--- config.mk ---
export PLATFORM = sky130hd
export DESIGN_NAME = delta_tile_sequencer
export DESIGN_NICKNAME = d
export VERILOG_FILES = /design/src/rtl/delta_tile_sequencer.sv
export SDC_FILE = /design/constraint.sdc
export NUM_CORES = 1
export LEC_CHECK = 0
export BUFFER_PORTS_ARGS = -buffer_cell sky130_fd_sc_hd__buf_2
export CELL_PAD_IN_SITES_DETAIL_PLACEMENT = 1
export CELL_PAD_IN_SITES_GLOBAL_PLACEMENT = 1
export CORE_MARGIN = 2
export CORE_UTILIZATION = 30
export DETAILED_ROUTE_END_ITERATION = 8
export PLACE_DENSITY_LB_ADDON = 0.1
export SYNTH_ARGS = -nofsm -noshare
export SYNTH_HDL_FRONTEND = slang
export SYNTH_SLANG_ARGS = --single-unit
export TNS_END_PERCENT = 1
--- constraint.sdc ---
create_clock -name clock -period 8.4 [get_ports clock]
set_input_delay 1.26 -clock clock [delete_from_list [all_inputs] [get_ports clock]]
set_output_delay 1.26 -clock clock [all_outputs]
set_load 0.05 [all_outputs]
--- src/rtl/delta_tile_sequencer.sv ---
// Delta accelerator tile sequencer.
// Walks a convolution layer tile by tile (input-channel tiles innermost, then
// output columns, output rows, output-channel groups outermost). It pulses the
// sub-loader and PU-array starts, drives the DRAM port select and presents the
// active extent of the current tile. Partial edge tiles are computed.
//
// state  | meaning
// IDLE   | waiting for start
// ACK    | start acknowledged, layer parameters latched
// INS    | launch input DRAM->SRAM load
// INS_W  | wait for in_sram_done
// CHK    | decide: finish layer, or load bias / fill input buffer
// BIAS   | launch bias load (first input-channel tile only)
// BIAS_W | wait for bias_done
// IB     | launch input buffer fill
// IB_W   | wait for ib_done
// OP     | launch PU array and weight streaming
// OP_W   | wait for every active PU to finish
// OP_FIN | close the weight stream
// OB     | launch output-buffer drain (last input-channel tile only)
// OB_W   | wait for ob_done
// ADV    | advance tile indices
// OS     | launch output SRAM->DRAM store
// OS_W   | wait for os_done
// DONE   | layer finished
module delta_tile_sequencer #(
    parameter int PU_NUM  = 4,
    parameter int PU_OC   = 8,
    parameter int TILE_IC = 8,
    parameter int TILE_OH = 8,
    parameter int TILE_OW = 8,
    parameter int MAX_IC  = 1024,
    parameter int MAX_OC  = 1024,
    parameter int MAX_FS  = 256,
    localparam int CW   = $clog2(MAX_IC + 1),
    localparam int OW   = $clog2(MAX_OC + 1),
    localparam int FW   = $clog2(MAX_FS + 1),
    localparam int PICW = $clog2(TILE_IC + 1),
    localparam int TRW  = $clog2(TILE_OH + 1),
    localparam int TCW  = $clog2(TILE_OW + 1),
    localparam int POCW = $clog2(PU_OC + 1)
) (
    input  logic                     clock,
    input  logic                     reset,
    input  logic                     start,
    input  logic                     abort,
    output logic                     ack,
    output logic                     done,
    output logic                     busy,
    input  logic [CW-1:0]            ic_num,
    input  logic [OW-1:0]            oc_num,
    input  logic [FW-1:0]            orc_size,
    input  logic                     load_input,
    input  logic                     store_output,
    output logic                     in_sram_start,
    input  logic                     in_sram_done,
    output logic                     bias_start,
    input  logic                     bias_done,
    output logic                     ib_start,
    input  logic                     ib_done,
    output logic                     pu_start,
    output logic                     wgt_start,
    input  logic [PU_NUM-1:0]        pu_finished,
    output logic                     wgt_finish,
    output logic                     ob_start,
    input  logic                     ob_done,
    output logic                     os_start,
    input  logic                     os_done,
    output logic [2:0]               dram_sel,
    output logic [CW-1:0]            i_ch,
    output logic [OW-1:0]            o_ch,
    output logic [FW-1:0]            o_r,
    output logic [FW-1:0]            o_c,
    output logic [PICW-1:0]          pu_ic_num,
    output logic [TRW-1:0]           tile_rows,
    output logic [TCW-1:0]           tile_cols,
    output logic [PU_NUM*POCW-1:0]   pu_oc_num
);

    localparam int G = PU_NUM * PU_OC;

    typedef enum logic [4:0] {
        S_IDLE, S_ACK, S_INS, S_INS_W, S_CHK, S_BIAS, S_BIAS_W, S_IB, S_IB_W,
        S_OP, S_OP_W, S_OP_FIN, S_OB, S_OB_W, S_ADV, S_OS, S_OS_W, S_DONE
    } state_t;

    state_t r_state;
    state_t w_state_nxt;

    logic [CW-1:0] r_ic_num;
    logic [OW-1:0] r_oc_num;
    logic [FW-1:0] r_orc;
    logic          r_load_in;
    logic          r_store_out;
    logic [CW-1:0] r_i_ch;
    logic [OW-1:0] r_o_ch;
    logic [FW-1:0] r_o_r;
    logic [FW-1:0] r_o_c;
    logic          r_complete;

    logic [CW:0]   w_ic_sum;
    logic [OW:0]   w_och_sum;
    logic [FW:0]   w_or_sum;
    logic [FW:0]   w_col_sum;
    logic          w_last_ic;
    logic          w_zero_dim;
    logic [PU_NUM-1:0] w_active;
    logic          w_pu_all_done;

    logic signed [CW+1:0] w_ic_rem;
    logic signed [FW+1:0] w_row_rem;
    logic signed [FW+1:0] w_col_rem;

    assign w_ic_sum   = {1'b0, r_i_ch} + (CW+1)'(TILE_IC);
    assign w_och_sum  = {1'b0, r_o_ch} + (OW+1)'(G);
    assign w_or_sum   = {1'b0, r_o_r}  + (FW+1)'(TILE_OH);
    assign w_col_sum  = {1'b0, r_o_c}  + (FW+1)'(TILE_OW);
    assign w_last_ic  = (w_ic_sum >= {1'b0, r_ic_num});
    assign w_zero_dim = (r_ic_num == '0) || (r_oc_num == '0) || (r_orc == '0);

    // Remaining extent of the current tile; clamped to [0, tile size].
    assign w_ic_rem  = $signed({2'b00, r_ic_num}) - $signed({2'b00, r_i_ch});
    assign w_row_rem = $signed({2'b00, r_orc}) - $signed({2'b00, r_o_r});
    assign w_col_rem = $signed({2'b00, r_orc}) - $signed({2'b00, r_o_c});

    assign pu_ic_num = (w_ic_rem[CW+1] || w_ic_rem == '0) ? '0 :
                       (w_ic_rem >= (CW+2)'(TILE_IC)) ? PICW'(TILE_IC) : w_ic_rem[PICW-1:0];
    assign tile_rows = (w_row_rem[FW+1] || w_row_rem == '0) ? '0 :
                       (w_row_rem >= (FW+2)'(TILE_OH)) ? TRW'(TILE_OH) : w_row_rem[TRW-1:0];
    assign tile_cols = (w_col_rem[FW+1] || w_col_rem == '0) ? '0 :
                       (w_col_rem >= (FW+2)'(TILE_OW)) ? TCW'(TILE_OW) : w_col_rem[TCW-1:0];

    for (genvar p = 0; p < PU_NUM; p++) begin : g_pu_oc
        logic signed [OW+1:0] w_oc_rem;
        assign w_oc_rem = $signed({2'b00, r_oc_num}) - $signed({2'b00, r_o_ch})
                          - (OW+2)'(p * PU_OC);
        assign pu_oc_num[p*POCW +: POCW] =
            (w_oc_rem[OW+1] || w_oc_rem == '0) ? '0 :
            (w_oc_rem >= (OW+2)'(PU_OC)) ? POCW'(PU_OC) : w_oc_rem[POCW-1:0];
        assign w_active[p] = (pu_oc_num[p*POCW +: POCW] != '0);
    end

    // PUs with no output channels in this tile never report and are masked out.
    assign w_pu_all_done = &(pu_finished | ~w_active);

    assign i_ch = r_i_ch;
    assign o_ch = r_o_ch;
    assign o_r  = r_o_r;
    assign o_c  = r_o_c;

    // State register.
    always_ff @(posedge clock) begin
        if (reset) r_state <= S_IDLE;
        else       r_state <= w_state_nxt;
    end

    // Layer parameters are captured at start; indices step as an odometer on ADV exit.
    always_ff @(posedge clock) begin
        if (reset) begin
            r_ic_num    <= '0;
            r_oc_num    <= '0;
            r_orc       <= '0;
            r_load_in   <= 1'b0;
            r_store_out <= 1'b0;
            r_i_ch      <= '0;
            r_o_ch      <= '0;
            r_o_r       <= '0;
            r_o_c       <= '0;
            r_complete  <= 1'b0;
        end else if (r_state == S_IDLE && start) begin
            r_ic_num    <= ic_num;
            r_oc_num    <= oc_num;
            r_orc       <= orc_size;
            r_load_in   <= load_input;
            r_store_out <= store_output;
            r_i_ch      <= '0;
            r_o_ch      <= '0;
            r_o_r       <= '0;
            r_o_c       <= '0;
            r_complete  <= 1'b0;
        end else if (r_state == S_ADV && !abort) begin
            if (w_last_ic) begin
                r_i_ch <= '0;
                if (w_col_sum >= {1'b0, r_orc}) begin
                    r_o_c <= '0;
                    if (w_or_sum >= {1'b0, r_orc}) begin
                        r_o_r  <= '0;
                        r_o_ch <= w_och_sum[OW-1:0];
                        if (w_och_sum >= {1'b0, r_oc_num}) r_complete <= 1'b1;
                    end else begin
                        r_o_r <= w_or_sum[FW-1:0];
                    end
                end else begin
                    r_o_c <= w_col_sum[FW-1:0];
                end
            end else begin
                r_i_ch <= w_ic_sum[CW-1:0];
            end
        end
    end

    // Next-state and state-decoded outputs; abort overrides every transition.
    always_comb begin
        w_state_nxt   = r_state;
        ack           = 1'b0;
        done          = 1'b0;
        busy          = (r_state != S_IDLE);
        in_sram_start = 1'b0;
        bias_start    = 1'b0;
        ib_start      = 1'b0;
        pu_start      = 1'b0;
        wgt_start     = 1'b0;
        wgt_finish    = 1'b0;
        ob_start      = 1'b0;
        os_start      = 1'b0;
        dram_sel      = 3'd0;
        case (r_state)
            S_IDLE:   if (start) w_state_nxt = S_ACK;
            S_ACK: begin
                ack         = 1'b1;
                w_state_nxt = r_load_in ? S_INS : S_CHK;
            end
            S_INS: begin
                in_sram_start = 1'b1;
                dram_sel      = 3'd1;
                w_state_nxt   = S_INS_W;
            end
            S_INS_W: begin
                dram_sel = 3'd1;
                if (in_sram_done) w_state_nxt = S_CHK;
            end
            S_CHK: begin
                if (r_complete || w_zero_dim) w_state_nxt = r_store_out ? S_OS : S_DONE;
                else if (r_i_ch == '0)        w_state_nxt = S_BIAS;
                else                          w_state_nxt = S_IB;
            end
            S_BIAS: begin
                bias_start  = 1'b1;
                dram_sel    = 3'd3;
                w_state_nxt = S_BIAS_W;
            end
            S_BIAS_W: begin
                dram_sel = 3'd3;
                if (bias_done) w_state_nxt = S_IB;
            end
            S_IB: begin
                ib_start    = 1'b1;
                dram_sel    = 3'd1;
                w_state_nxt = S_IB_W;
            end
            S_IB_W: begin
                dram_sel = 3'd1;
                if (ib_done) w_state_nxt = S_OP;
            end
            S_OP: begin
                pu_start    = 1'b1;
                wgt_start   = 1'b1;
                dram_sel    = 3'd4;
                w_state_nxt = S_OP_W;
            end
            S_OP_W: begin
                dram_sel = 3'd4;
                if (w_pu_all_done) w_state_nxt = S_OP_FIN;
            end
            S_OP_FIN: begin
                wgt_finish  = 1'b1;
                dram_sel    = 3'd4;
                w_state_nxt = w_last_ic ? S_OB : S_ADV;
            end
            S_OB: begin
                ob_start    = 1'b1;
                dram_sel    = 3'd2;
                w_state_nxt = S_OB_W;
            end
            S_OB_W: begin
                dram_sel = 3'd2;
                if (ob_done) w_state_nxt = S_ADV;
            end
            S_ADV:    w_state_nxt = S_CHK;
            S_OS: begin
                os_start    = 1'b1;
                dram_sel    = 3'd2;
                w_state_nxt = S_OS_W;
            end
            S_OS_W: begin
                dram_sel = 3'd2;
                if (os_done) w_state_nxt = S_DONE;
            end
            S_DONE: begin
                done        = 1'b1;
                w_state_nxt = S_IDLE;
            end
            default:  w_state_nxt = S_IDLE;
        endcase
        if (abort && r_state != S_IDLE) w_state_nxt = S_IDLE;
    end

endmodule

* Word level (Yosys, flattened, before mapping)
Cells that the tools add are included.
** Operators by class
- Add/subtract/negate cells :: 11
- $lt $le $gt $ge :: 11
- Equal/unequal tests :: 24
- Multiplexer cells :: 40
- Bitwise gates (word level) :: 2
- Reductions and logical operators :: 43
** Operator list (number)
- one-hot mux 5 bit (17 select lines) :: 1
- zero test 13 bit :: 5
- 2-to-1 mux 4 bit :: 14
- zero test 11 bit :: 5
- 2-to-1 mux 5 bit :: 9
- equality test 5 x 4 -> 1 bit (second input constant) :: 8
- greater-or-equal comparator 13 x 5 -> 1 bit (second input constant) :: 3
- subtractor 12 x 6 -> 13 bit (second input constant) :: 2
- greater-or-equal comparator 12 x 11 -> 1 bit :: 2
- greater-or-equal comparator 12 x 5 -> 1 bit (second input constant) :: 2
- subtractor 11 x 11 -> 12 bit :: 2
- adder 9 x 4 -> 10 bit (second input constant) :: 2
- equality test 5 x 3 -> 1 bit (second input constant) :: 4
- greater-or-equal comparator 10 x 5 -> 1 bit (second input constant) :: 2
- greater-or-equal comparator 10 x 9 -> 1 bit :: 2
- subtractor 9 x 9 -> 10 bit :: 2
- 2-to-1 mux 9 bit :: 2
- nonzero test 4 bit :: 4
- inequality test 2 bit (second input constant) :: 7
- subtractor 12 x 5 -> 13 bit (second input constant) :: 1
- adder 11 x 4 -> 12 bit (second input constant) :: 1
- adder 11 x 6 -> 12 bit (second input constant) :: 1
- one-hot mux 3 bit (4 select lines) :: 1
- 2-to-1 mux 11 bit :: 1
- 22 further kinds :: 48
** Word-level totals
- Register bits :: 79
- Output and inout port bits :: 82
- Logic and storage cells :: 142

* Logic depth before layout (Yosys ltp)
Gate-level depths: netlist of run 1.
- Depth in word-level cells :: 11
- Gate-level depth with buffers :: 13
- Depth with buffers taken out :: 13

* Worst setup path before layout of run 1
Ideal clock, no wire load.
- Path kind :: register to output
- Start point :: register r_o_ch[5] (netlist: o_ch[5])
- End point :: output port pu_oc_num[0]
- Data arrival time :: 3.648 ns
- Data required time :: 7.140 ns
- Path slack :: 3.492 ns
- Stages on the path, launching flop included :: 10
- Path through :: dfxtp_1 ha_1 inv_1 fa_1 buf_2 a211oi_1 o211ai_1 a221o_1 a211o_1 nor3_1
** Between the ends
- Cells in the longest elaborated chain, start to end :: 4
** Ends and longest elaborated chain
- start: declaration :: RTL line 96 : logic [OW-1:0] r_o_ch;
- start signal: assignment :: RTL line 188 : r_o_ch <= w_och_sum[OW-1:0];
- subtractor 11 x 11 -> 12 bit (*) :: RTL line 135 : assign w_oc_rem = $signed({2'b00, r_oc_num}) - $signed({2'b00, r_o_ch})
- greater-or-equal comparator 12 x 5 -> 1 bit or zero test 13 bit (tied branches) :: RTL line 139, 138
- 2-to-1 mux 4 bit or logical OR 1 bit (tied branches) :: RTL line 139, 138
- 2-to-1 mux 4 bit (*) :: RTL line 138 : (w_oc_rem[OW+1] || w_oc_rem == '0) ? '0 :
- end: declaration :: RTL line 77 : output logic [PU_NUM*POCW-1:0] pu_oc_num
Mark *: on every way between the ends. The rest lies on a longest branch, timed or not.

* Worst setup path after layout of run 1
- Start point :: register r_o_ch[5] (netlist: o_ch[5])
- End point :: output port pu_oc_num[10]
** Between the ends
- Cells in the longest elaborated chain, start to end :: 5
** Ends and longest elaborated chain
- subtractor 11 x 11 -> 12 bit (*) :: RTL line 135
- subtractor 12 x 6 -> 13 bit (*) :: RTL line 136 : - (OW+2)'(p * PU_OC);
- greater-or-equal comparator 13 x 5 -> 1 bit or zero test 13 bit (tied branches) :: RTL line 139, 138
- 2-to-1 mux 4 bit or logical OR 1 bit (tied branches) :: RTL line 139, 138
- 2-to-1 mux 4 bit (*) :: RTL line 138
Marked as above.

==> results of run 1 <==
-- power by group through the flow --
stage | clock network (µW) | logic (µW) | registers [µW]
final | 391 | 1270 | 440
after global routing | 413 | 1420 | 451
after CTS | 402 | 1290 | 442
after detailed placement | 0 | 1280 | 449
after global placement | 0 | 1270 | 448
after floorplan | 0 | 1020 | 394
-- layer usage --
metal | up-vias | wire, µm | global-route usage [%]
li1 | 3129 | - | -
met1 | 2814 | 9540 | 24.2
met2 | 111 | 8990 | 30.6
met3 | 19 | 898 | 3.94
met4 | 4 | 218 | 3.83
met5 | - | 24 | 0
-- cell type report --
type	instances	area [µm²]
Antenna cell	2	5.00
Clock buffer	10	239
Clock inverter	6	66.3
Fill cell	2583	12900
Inverter	70	263
Multi-Input combinational cell	679	4310
Sequential cell	65	1300
Tap cell	270	338
Timing Repair Buffer	118	603
-- logic make-up after synthesis --
family / share of synthesized area (%)
simple gates: 25.9
compound gates: 22.3
buf+inv: 8.57
fa+ha+maj: 14.7
flops: 21.4
xor+xnor: 6.06
mux: 0.824
other cells: 0.124
-- synthesized netlist by cell type (3+ instances only) --
master      n
a31o_2      3
buf_2       5
inv_1      70
a21oi_1   104
a211oi_1    6
ha_1       70
mux2i_1     5
dfxtp_1    65
and3_1      7
and2_1     15
a21boi_0    3
nor2_1     65
nand4_1     8
nor3_1     36
o21a_1      8
buf_4      15
a21o_1     16
nor4_1     11
a31oi_1    13
nor4b_1     3
o21ai_0    26
xnor2_1    31
or3_1       7
nand2_1   102
o21bai_1    7
xor2_1     11
nor3b_1     5
clkbuf_1   27
nand2b_1   15
nor2b_1     8
nand3_1    29
a211o_1     3
o211ai_1    4
-- stage by stage --
stage / worst slack [ns] / power, µW / hold slack [ns]
detailed placement: 3.86 / 1730 / 0.463
finish: 3.51 / 2100 / 0.466
floorplan: 3.49 / 1410 / 0.446
global route: 3.28 / 2280 / 0.495
CTS: 3.49 / 2130 / 0.471
global placement: 3.97 / 1720 / 0.465
-- sequential cells by signal, indices dropped and copies added (netlist names) --
register,flops
o_c,6
r_complete,1
r_load_in,1
r_orc,9
o_ch,6
r_store_out,1
r_ic_num,11
o_r,6
r_state,5
i_ch,8
r_oc_num,11
-- critical path, stage by stage, from the launching register on --
cell      delay, ns
dfxtp_1        0.44
ha_1           0.20
inv_1          0.06
fa_1           0.49
a211oi_1       0.42
o21ai_0        0.22
a21oi_1        0.19
o21ai_1        0.08
a211oi_1       0.48
and4b_1        0.32
and2_1         0.14
buf_2          0.25
-- worst max path at each step --
stage / depth (start not counted) / start / end / slack (ns)
after global placement: 11 / o_ch[5] / pu_oc_num[8] / 3.97
after CTS: 11 / o_ch[5] / pu_oc_num[10] / 3.49
after floorplan: 9 / o_ch[5] / pu_oc_num[0] / 3.49
after global routing: 11 / o_ch[5] / pu_oc_num[8] / 3.28
final: 11 / o_ch[5] / pu_oc_num[10] / 3.51
after detailed placement: 11 / o_ch[5] / pu_oc_num[10] / 3.86
==> run_results.csv, run 1 <==
group,metric,value,unit
clocking,cts_hold_buf,0,
clocking,cts_tree,"built",
finish,drive_gt1_share,15.2,%
clocking,cts_setup_buffers,0,
floorplan,die_w,146,µm
place,dp_cells,1202,
finish,final_net_count,1060,
sta,finalMaxSlewViolations,0,
clocking,cts-root-buf,"clkbuf_16",
place,postPlaceCellArea,6820,µm²
sta,worst_pin_slew,1.18,ns
finish,final_cell_mix,"buf_2, a21oi_1, nand2_1, inv_1, ha_1",
floorplan,io_pins,128,
floorplan,dieArea,21400,µm²
critical_path,worstPathRequired,7.14,ns
hold_path,hold_start,"o_c[8]",
finish,utilization,35.6,%
sta,grt_setup_unrepaired,"false",
logic_synthesis,synth_warnings,0,
routing,vias_per_cell,4.98,
floorplan,rows,52,
clocking,clock_tree.buffer_depth,2,
finish,area_growth,17.3,%
pwr,pwr-share-clk,18.6,%
floorplan,die_y,146,µm
pwr,seq_power_share,20.9,%
critical_path,timing.rr.end,"o_ch[9]",
logic_synthesis,ys_ff_latch,65,
run_status,outcome,"completed",
routing,drt-initial-drc-count,267,
clocking,clk_latency,0.35,ns
sta,tns,0,ns
floorplan,initial_core_util,30.3,%
critical_path,arrival,3.63,ns
pwr,p_int,1020,µW
logic_synthesis,syn_area,6070,µm²
sta,relSlewSlack,20.5,%
routing,drc,0,
global_route,grt_overflow,0,
floorplan,fp.coreArea,20000,µm²
hold_path,hold-path-endpoint,"o_c[8]",
place,gp_congestion,0.837,
logic_synthesis,synth.avg_cell_area,7.16,µm²
hold_path,whs_path_depth,2,
pwr,pwr-share-comb,60.5,%
finish,finalInstanceArea,7130,µm²
logic_synthesis,synthCells,848,
sta,layout_min_cycle_time,4.89,ns
clocking,cts_resized,0,
place,portBuffers,113,
logic_synthesis,synth_area_leaders,"dfxtp_1, ha_1, a21oi_1",
sta,fmax,205,MHz
sta,fin_skew,0.0126,ns
global_route,antenna_found_initial,4,
logic_synthesis,synthArstFlopShare,0,%
pwr,switchingPower,1080,µW
pwr,power.leakage,0.00304,µW
routing,totalWireLength,19700,µm
global_route,grt_max_degree,37,
logic_synthesis,ys.flop_type,"dfxtp_1",
critical_path,crit_path_start_kind,"flop",
global_route,track_usage,18.2,%
logic_synthesis,yosysUniqueCellTypes,66,
critical_path,crit_type,"reg2out",
job,maxCapViolCount,0,
logic_synthesis,synth_edf_count,0,
pwr,netSwitchingFraction,51.6,%
hold_path,holdCritPathClass,"reg2reg",
finish,final_cells,1220,
logic_synthesis,synth_top_cell_area_share,21.4,%
place,hpwlAfterDp,15600,µm
routing,routedWlPerCell,16.1,µm
critical_path,critical_path.max_fanout,6,
sta,post-route-period-util,58.2,%
critical_path,r2r-start,"i_ch[3]",
critical_path,reg2reg_depth,13,
critical_path,endpoint_kind,"output pin",
logic_synthesis,synth_area_leader_cell,"dfxtp_1",
finish,final_common_cell,"buf_2",
routing,vias,6077,
clocking,cts_inserted_buffers,9,
pwr,irDropWorstVdd,0.000189,V
clocking,clock-sinks,65,
routing,ant_nets,0,
logic_synthesis,ys_seq_area_share,21.4,%
global_route,grt_first_pass_wirelength,31500,µm
clocking,clk_pin_slew,0.06,ns
global_route,grt_pass1_vias,5979,
critical_path,r2r_setup_slack,4.47,ns
pwr,power_density,295,nW/µm²
sta,finalHoldViolCount,0,
clocking,htree_levels,3,
routing,firstDrtPassIters,4,
sta,final-setup-viol-count,0,
Note: power is estimated with default switching activity, not from simulation.
==> run 2: changes to the inputs <==
- clock period: 8.4 -> 4.7 ns (I/O delays scaled with it)
==> run 2 against run 1 <==
Effect of this change:
- clock skew is 0.0032 ns lower
- die area stayed put
- clock-buffer cell count is 1 lower
- core utilization is 0.11 points higher
- global-route usage is 0.10 points higher
- power is 81% higher
- critical path type unchanged
- largest power group unchanged
==> run_results.csv, run 2 (synthesis results as in run 1) <==
group,metric,value,unit
clocking,clk_pin_slew,0.06,ns
critical_path,r2r-start,"i_ch[3]",
sta,fin_skew,0.00940,ns
critical_path,arrival,3.57,ns
place,postPlaceCellArea,6830,µm²
finish,top_regs,"r_ic_num (11), r_oc_num (11), r_orc (9)",
clocking,cts_resized,0,
job,maxCapViolCount,0,
sta,worst_pin_slew,0.887,ns
clocking,cts_tree,"built",
global_route,grt_max_degree,37,
critical_path,r2r_setup_slack,1.02,ns
clocking,cts-root-buf,"clkbuf_16",
pwr,fin_total_pwr,3800,µW
sta,relSlewSlack,40.8,%
pwr,irDropWorstVdd,0.000380,V
place,pre_cts_slack,0.790,ns
finish,final_common_cell,"buf_2",
pwr,p_int,1870,µW
clocking,clk_latency,0.34,ns
hold_path,whs_path_depth,2,
global_route,track_usage,18.3,%
pwr,power_density,531,nW/µm²
clocking,htree_levels,3,
critical_path,reg2reg_depth,13,
critical_path,worst-path-buf-inv,2,
floorplan,die_y,146,µm
hold_path,hold-path-endpoint,"r_load_in",
critical_path,crit_path_start_kind,"flop",
pwr,netSwitchingFraction,50.8,%
place,gp_congestion,0.829,
global_route,grt_pass1_vias,6022,
critical_path,timing.rr.end,"o_ch[8]",
sta,finalMaxSlewViolations,0,
run_status,outcome,"completed",
floorplan,fp.coreArea,20000,µm²
pwr,pwr-share-clk,19.4,%
finish,drive_gt1_share,15.3,%
sta,post-route-period-util,90.9,%
place,hpwlAfterDp,15800,µm
global_route,grt_first_pass_wirelength,31800,µm
critical_path,crit_type,"reg2out",
routing,drt-initial-drc-count,211,
critical_path,path_cells,"ha_1 > inv_1 > fa_1 > xor2_1 > nor2_1 > o211a_1 > o211ai_1 > a211oi_1 > and4b_1 > and2_1 > buf_2",
critical_path,crit_path_top_delay_cell,"fa_1",
sta,grt_setup_unrepaired,"false",
critical_path,cp_top_family,"compound AO/OA/AOI/OAI gates",
routing,ant_nets,0,
pwr,seq_power_share,20.7,%
sta,hold-worst-slack,0.476,ns
critical_path,endpoint_kind,"output pin",
routing,vias,6105,
routing,vias_per_cell,5.01,
routing,firstDrtPassIters,4,
clocking,cts_inserted_buffers,9,
critical_path,critPathMaxStageDelay,0.50,ns
pwr,pwr-share-comb,59.9,%
global_route,grt_overflow,0,
sta,finalHoldViolCount,0,
critical_path,critical_path.max_fanout,6,
clocking,cts_hold_buf,0,
pwr,power.leakage,0.00307,µW
routing,routedWlPerCell,16.1,µm
finish,area_growth,17.7,%
critical_path,worstPathRequired,3.99,ns
sta,fmax,234,MHz
sta,final-setup-viol-count,0,
clocking,cts_setup_buffers,0,
hold_path,holdCritPathClass,"reg2reg",
place,portBuffers,113,
floorplan,rows,52,
finish,n_antenna_cell,0,
sta,worst_slack,0.427,ns
sta,layout_min_cycle_time,4.27,ns
floorplan,initial_core_util,30.3,%
sta,tns,0,ns
finish,finalInstanceArea,7150,µm²
routing,drc,0,
routing,totalWireLength,19600,µm
finish,nFillCells,2603,
hold_path,hold_start,"r_load_in",
global_route,antenna_found_initial,3,
clocking,clock_tree.buffer_depth,2,
floorplan,die_w,146,µm
finish,final_cell_mix,"buf_2, a21oi_1, nand2_1, inv_1, ha_1",
floorplan,io_pins,128,
finish,final_net_count,1061,
pwr,switchingPower,1930,µW
clocking,clock-sinks,65,
floorplan,dieArea,21400,µm²
## run 2: changes by cell type in the layout (fill, tap and decap cells not counted), sizes merged
cell,before,now
buf,118,119
bufinv,1,2
clkbuf,10,9
clkinv,1,2
clkinvlp,3,0
diode,2,0
inv,71,73
## run 2: metal layers
metal  vias up  wire length (µm)  GRT usage (%)
met2       110              9180           31.0
met4         4               117           2.57
met1      2848              9330           24.3
li1       3131                 -              -
met3        12               939           4.44
met5         -                24              0
## run 2: power groups by stage
stage          sequential, µW  combinational [µW]  clock [µW]
2_1_floorplan             704                1820           0
3_3_place_gp              802                2280           0
3_5_place_dp              803                2290           0
4_1_cts                   790                2300         759
5_1_grt                   806                2530         780
6_report                  788                2280         737
## run 2: worst max path at each step
stage	start	to	slack, ns	depth (start not counted)
after floorplan	o_ch[5]	pu_oc_num[0]	0.35	9
after global placement	o_ch[5]	pu_oc_num[9]	0.84	11
after detailed placement	o_ch[5]	pu_oc_num[8]	0.79	11
after CTS	o_ch[5]	pu_oc_num[8]	0.40	11
after global routing	o_ch[5]	pu_oc_num[9]	0.13	11
final	o_ch[5]	pu_oc_num[8]	0.43	11
## run 2: layout make-up
type	instances	area, µm²	area share, %
Clock buffer	9	225	3.15
Inverter	70	263	3.67
Sequential cell	65	1300	18.2
Timing Repair Buffer	119	611	8.54
Clock inverter	7	100	1.40
Multi-Input combinational cell	679	4310	60.3
Tap cell	270	338	4.72
## run 2: worst register-to-register path, stage by stage (launching register included)
cell and delay (ns):
dfxtp_1 0.44, nand3_1 0.21, nor3_1 0.43, nand3_1 0.17, xnor2_1 0.17, ha_1 0.30
nand4_1 0.10, nor2_1 0.16, a221oi_1 0.13, o211ai_1 0.41, nand3_1 0.49, nor3_1 0.34
xnor2_1 0.15, nor2_1 0.05
## run 2: per-stage QoR
step / utilization (%) / std cells
6_report: 35.7 / 1219
3_3_place_gp: 34.1 / 1203
3_5_place_dp: 34.1 / 1203
4_1_cts: 35.7 / 1219
5_1_grt: 35.7 / 1219
2_1_floorplan: - / 864
